## src/rtl/apb_req_arbiter.sv

```systemverilog
// Two-requester APB master: round-robin grant between requester 0 and 1,
// one APB transfer at a time, with an optional ACCESS-phase timeout.
module apb_req_arbiter #(
  parameter int AWIDTH  = 8,
  parameter int DWIDTH  = 8,
  parameter int TIMEOUT = 16
) (
  input  logic              PCLK,
  input  logic              PRESETN,
  input  logic              REQ0,
  input  logic              REQ1,
  input  logic              WR0,
  input  logic              WR1,
  input  logic [AWIDTH-1:0] ADDR0,
  input  logic [AWIDTH-1:0] ADDR1,
  input  logic [DWIDTH-1:0] WDATA0,
  input  logic [DWIDTH-1:0] WDATA1,
  output logic              ACK0,
  output logic              ACK1,
  output logic              ERR0,
  output logic              ERR1,
  output logic [DWIDTH-1:0] RDATA0,
  output logic [DWIDTH-1:0] RDATA1,
  output logic              PSEL,
  output logic              PENABLE,
  output logic              PWRITE,
  output logic [AWIDTH-1:0] PADDR,
  output logic [DWIDTH-1:0] PWDATA,
  input  logic [DWIDTH-1:0] PRDATA,
  input  logic              PREADY
);

  // state  | meaning
  // IDLE   | no transfer; arbitrate pending requests each edge
  // SETUP  | PSEL=1, PENABLE=0 for exactly one cycle
  // ACCESS | PSEL=PENABLE=1 until PREADY or timeout
  typedef enum logic [1:0] {IDLE = 2'd0, SETUP = 2'd1, ACCESS = 2'd2} state_t;

  localparam int CW = (TIMEOUT > 0) ? $clog2(TIMEOUT + 1) : 1;
  localparam logic [CW-1:0] CNT_LAST = (TIMEOUT > 0) ? CW'(TIMEOUT - 1) : '0;
  localparam logic [CW-1:0] CNT_MAX  = {CW{1'b1}};

  state_t            state_q, state_d;
  logic              psel_q, psel_d;
  logic              penable_q, penable_d;
  logic              pwrite_q, pwrite_d;
  logic [AWIDTH-1:0] paddr_q, paddr_d;
  logic [DWIDTH-1:0] pwdata_q, pwdata_d;
  logic              ack0_q, ack0_d;
  logic              ack1_q, ack1_d;
  logic              err0_q, err0_d;
  logic              err1_q, err1_d;
  logic [DWIDTH-1:0] rdata0_q, rdata0_d;
  logic [DWIDTH-1:0] rdata1_q, rdata1_d;
  logic [CW-1:0]     wait_cnt_q, wait_cnt_d;
  logic              last_gnt_q, last_gnt_d;
  logic              gnt_q, gnt_d;

  logic req0_v;
  logic req1_v;
  logic gnt_next;
  logic timeout_hit;

  // A requester is masked during its own ACK cycle so it can drop REQ there.
  assign req0_v      = REQ0 & ~ack0_q;
  assign req1_v      = REQ1 & ~ack1_q;
  assign gnt_next    = (req0_v & req1_v) ? ~last_gnt_q : req1_v;
  assign timeout_hit = (TIMEOUT > 0) && (wait_cnt_q == CNT_LAST);

  always_comb begin
    state_d    = state_q;
    psel_d     = psel_q;
    penable_d  = penable_q;
    pwrite_d   = pwrite_q;
    paddr_d    = paddr_q;
    pwdata_d   = pwdata_q;
    ack0_d     = 1'b0;
    ack1_d     = 1'b0;
    err0_d     = 1'b0;
    err1_d     = 1'b0;
    rdata0_d   = rdata0_q;
    rdata1_d   = rdata1_q;
    wait_cnt_d = wait_cnt_q;
    last_gnt_d = last_gnt_q;
    gnt_d      = gnt_q;

    case (state_q)
      IDLE: begin
        if (req0_v || req1_v) begin
          gnt_d      = gnt_next;
          pwrite_d   = gnt_next ? WR1 : WR0;
          paddr_d    = gnt_next ? ADDR1 : ADDR0;
          pwdata_d   = gnt_next ? WDATA1 : WDATA0;
          psel_d     = 1'b1;
          penable_d  = 1'b0;
          wait_cnt_d = '0;
          state_d    = SETUP;
        end
      end
      SETUP: begin
        penable_d = 1'b1;
        state_d   = ACCESS;
      end
      ACCESS: begin
        if (PREADY || timeout_hit) begin
          psel_d     = 1'b0;
          penable_d  = 1'b0;
          last_gnt_d = gnt_q;
          state_d    = IDLE;
          if (gnt_q) begin
            ack1_d = 1'b1;
            err1_d = ~PREADY;
            if (PREADY && !pwrite_q) rdata1_d = PRDATA;
          end else begin
            ack0_d = 1'b1;
            err0_d = ~PREADY;
            if (PREADY && !pwrite_q) rdata0_d = PRDATA;
          end
        end else if (wait_cnt_q != CNT_MAX) begin
          wait_cnt_d = wait_cnt_q + 1'b1;
        end
      end
      default: begin
        psel_d    = 1'b0;
        penable_d = 1'b0;
        state_d   = IDLE;
      end
    endcase
  end

  always_ff @(posedge PCLK or negedge PRESETN) begin
    if (!PRESETN) begin
      state_q    <= IDLE;
      psel_q     <= 1'b0;
      penable_q  <= 1'b0;
      pwrite_q   <= 1'b0;
      paddr_q    <= '0;
      pwdata_q   <= '0;
      ack0_q     <= 1'b0;
      ack1_q     <= 1'b0;
      err0_q     <= 1'b0;
      err1_q     <= 1'b0;
      rdata0_q   <= '0;
      rdata1_q   <= '0;
      wait_cnt_q <= '0;
      last_gnt_q <= 1'b1;
      gnt_q      <= 1'b0;
    end else begin
      state_q    <= state_d;
      psel_q     <= psel_d;
      penable_q  <= penable_d;
      pwrite_q   <= pwrite_d;
      paddr_q    <= paddr_d;
      pwdata_q   <= pwdata_d;
      ack0_q     <= ack0_d;
      ack1_q     <= ack1_d;
      err0_q     <= err0_d;
      err1_q     <= err1_d;
      rdata0_q   <= rdata0_d;
      rdata1_q   <= rdata1_d;
      wait_cnt_q <= wait_cnt_d;
      last_gnt_q <= last_gnt_d;
      gnt_q      <= gnt_d;
    end
  end

  assign PSEL    = psel_q;
  assign PENABLE = penable_q;
  assign PWRITE  = pwrite_q;
  assign PADDR   = paddr_q;
  assign PWDATA  = pwdata_q;
  assign ACK0    = ack0_q;
  assign ACK1    = ack1_q;
  assign ERR0    = err0_q;
  assign ERR1    = err1_q;
  assign RDATA0  = rdata0_q;
  assign RDATA1  = rdata1_q;

endmodule
```

## config.mk

```make
export PLATFORM = sky130hd
export DESIGN_NAME = apb_req_arbiter
export DESIGN_NICKNAME = d
export VERILOG_FILES = /design/src/rtl/apb_req_arbiter.sv
export SDC_FILE = /design/constraint.sdc
export NUM_CORES = 1
export LEC_CHECK = 0
export ABC_AREA = 1
export CAP_MARGIN = 20
export CORE_ASPECT_RATIO = 0.75
export CORE_MARGIN = 2
export CORE_UTILIZATION = 45
export DETAILED_ROUTE_END_ITERATION = 6
export PLACE_DENSITY = 0.84
export RECOVER_POWER = 50
export SLEW_MARGIN = 20
export SYNTH_ARGS = -nofsm -noshare
export SYNTH_HDL_FRONTEND = slang
export SYNTH_SLANG_ARGS = --single-unit
export TNS_END_PERCENT = 30
```

## constraint.sdc

```tcl
create_clock -name PCLK -period 1.9 [get_ports PCLK]
set_clock_uncertainty 0.05 [all_clocks]
set_input_delay 0.19 -clock PCLK [delete_from_list [all_inputs] [get_ports PCLK]]
set_output_delay 0.19 -clock PCLK [all_outputs]
set_load 0.01 [all_outputs]
```

==> results.ini <==
[synth]
yosysTopAreaCellShare=0.495
async_flop_share=1.00
ys_warn_count=0
ys_types=23
avgSynthCellArea_um2=8.05
synthTopCellsByArea=dfrtp_1 (49%), nand2_1 (17%), nand3_1 (11%)
synth_area_um2=2380
ys.flop_type=dfrtp_1
syn-num-nets=345
synth.most_common_cell=nand2_1
seq_area_frac_synth=0.506
synth_area_leader_cell=dfrtp_1
synth_edf_count=0
synth_top_cells_by_count=nand2_1 (106), nand3_1 (50), dfrtp_1 (47), inv_1 (45), nand3_2 (11)
postSynthCellCount=295
synth-seq-cells=48

[drt]
drt_iter0_markers=194
drtPass1Iterations=4
post_drt_wl_per_cell_um=13.0
wirelength_mm=5.98
via_per_inst=4.65
num_vias=2143
drc=0
ant_nets=0

[timing]
worstMarginPinSlew_ns=0.734
setup_tns_ns=0
relSlewSlack=0.511
final-setup-viol-count=0
final_hold_viol_count=0
min_period_ns=1.76
grt_setup_unrepaired=false
fmax_mhz=569
hold_ws_ns=0.431
finalCritPeriodShare=0.925
final-max-slew-violation-count=0

[place]
placed_area_um2=3300
gp_congestion=0.831
port_buffers=85
dp_cells=451
dp_hpwl_mm=4.50

[final_layout]
multi_input_area_um2=936
area_growth_pct=43.9
postLayoutCoreUtil=0.686
drive_gt1_frac=0.0951
fillers=409
finalInstanceArea_um2=3420
nNetsFinal=438
ff_latch_area_um2=1200
diodes=0
fin_cells=461

[run_status]
outcome=finished clean

[die]
die_width_um=87.9
start_util=0.477
die_area_um2=5880
rows=22
die_h_um=66.9
core_um2=4980
ioPinCount=86

[worst_setup_path]
timing.rr.start=wait_cnt_q[0]$_DFFE_PN0P_
path_cells=ha_1, nand2_1, nor2_2, ha_1, o21ai_0, nor2_2, buf_4, nand3_1, nand2_1
r2r-end=RDATA1[3]$_DFFE_PN0P_
max_stage_delay_ns=0.41
end_kind=flip-flop
r2r_slack_ns=0.14
critPathArrivalTime_ns=1.90
path_buf_inv=1
crit_slowest_cell=dfrtp_1
cpLargestDelayFamily=adder cells
crit_fanout=8
crit_type=flip-flop to flip-flop
rr_worst_depth=9
start_kind=flip-flop
required_ns=2.04

[clock_network]
cts_tree=done
cts.sinks=48
cts-root-buf=clkbuf_8
htreeDepth=2
cts_buffers=5
clkLatencyLatePin_ns=0.30
clk_pin_slew_worst_paths_ns=0.08
clock_tree.buffer_depth=2

[pwr]
leakage_nw=1.78
ir_worst_vdd_uv=640
pwr_density_cell_nw_per_um2=1310

[flow_run]
maxCapViolations=0

[global_routing]
grt_pass1_wl_mm=9.75
grt_max_degree=32
grt_antenna_before_repair=0
use_met3=0.0570
use_met1=0.314
grt_overflow=0
grt_usage=0.218
grt_pass1_vias=2115
use_met2=0.323
top_usage_layer=met2

[min_path]
hp-class=input port to async pin

## placed cells by master (no fill, tap or decap)
cell             count
dfstp_2              1
clkdlybuf4s50_1     74
nand2_4              1
nor3_1               1
nand3_1             50
o21ai_0              3
clkbuf_1             4
nor2_4               1
nand2_2              3
nand2_1            105
inv_2                1
nand3_4              1
nor3b_1              1
ha_1                 3
nor2_1               6
clkbuf_2             1
xor2_1               1
inv_1               45
clkbuf_8             5
buf_4                5
o21ai_1              1
dlygate4sd3_1       11
nand3_2             10
dfrtp_1             47
inv_4                1
bufinv_16            1
nor2_2               5
clkinv_2             1
## through the flow
stage | setup WS (ns) | power [mW]
floorplan | 0.324 | 2.78
global placement | 0.200 | 3.76
detailed placement | 0.0538 | 3.83
CTS | 0.0607 | 4.55
global route | 0.00798 | 4.83
finish | 0.142 | 4.49
## timing repair
action / in CTS / in global routing
endpoints found under the setup margin: 0 / 13
hold buffers: 1 / 0
setup buffers: 0 / 1
hold endpoints to repair: 28 / 0
resized for setup: 0 / 5
## worst max-delay path by stage
stage	end	slack, ns	start	cells after the start
2_1_floorplan	wait_cnt_q[0]$_DFFE_PN0P_	0.32	wait_cnt_q[0]$_DFFE_PN0P_	8
3_3_place_gp	RDATA1[5]$_DFFE_PN0P_	0.20	wait_cnt_q[0]$_DFFE_PN0P_	9
3_5_place_dp	RDATA1[3]$_DFFE_PN0P_	0.05	wait_cnt_q[0]$_DFFE_PN0P_	9
4_1_cts	RDATA1[3]$_DFFE_PN0P_	0.06	wait_cnt_q[0]$_DFFE_PN0P_	9
5_1_grt	RDATA1[2]$_DFFE_PN0P_	0.008	wait_cnt_q[0]$_DFFE_PN0P_	9
6_report	RDATA1[3]$_DFFE_PN0P_	0.14	wait_cnt_q[0]$_DFFE_PN0P_	9
## kinds of logic (layout without fill, tap and decap cells)
logic type | count (synthesis) | in the layout | share of synthesized area
XOR/XNOR | 1 | 1 | 0.00369
AO/OA/AOI/OAI | 4 | 4 | 0.00842
buffers and inverters | 55 | 149 | 0.103
adder cells (fa/ha/maj) | 3 | 3 | 0.0158
AND/OR/NAND/NOR | 184 | 184 | 0.363
flip-flops | 48 | 48 | 0.506
## report_power, final
| group | switching, mW | internal, mW |
|---|---|---|
| sequential | 0.270 | 1.44 |
| combinational | 1.08 | 0.985 |
| clock | 0.325 | 0.391 |
## cell type report
cell class | count | area share
Timing Repair Buffer | 94 | 0.265
Sequential cell | 48 | 0.352
Clock inverter | 2 | 0.0102
Tap cell | 72 | 0.0263
Inverter | 47 | 0.0523
Multi-Input combinational cell | 192 | 0.274
Clock buffer | 6 | 0.0212
## flip-flops by register name, summed over array words and instances, names as in the netlist, 2 cells and up
name and cells:
RDATA0 8, PWDATA 8, RDATA1 8, PADDR 8
state_q 2, wait_cnt_q 5
## metal layers
| metal | up-vias | part of all wire |
|---|---|---|
| li1 | 1094 | - |
| met1 | 982 | 0.48 |
| met2 | 61 | 0.46 |
| met3 | 6 | 0.044 |
| met4 | 0 | 0.011 |
| met5 | - | 0 |
Power figures use the tool's default switching activity.
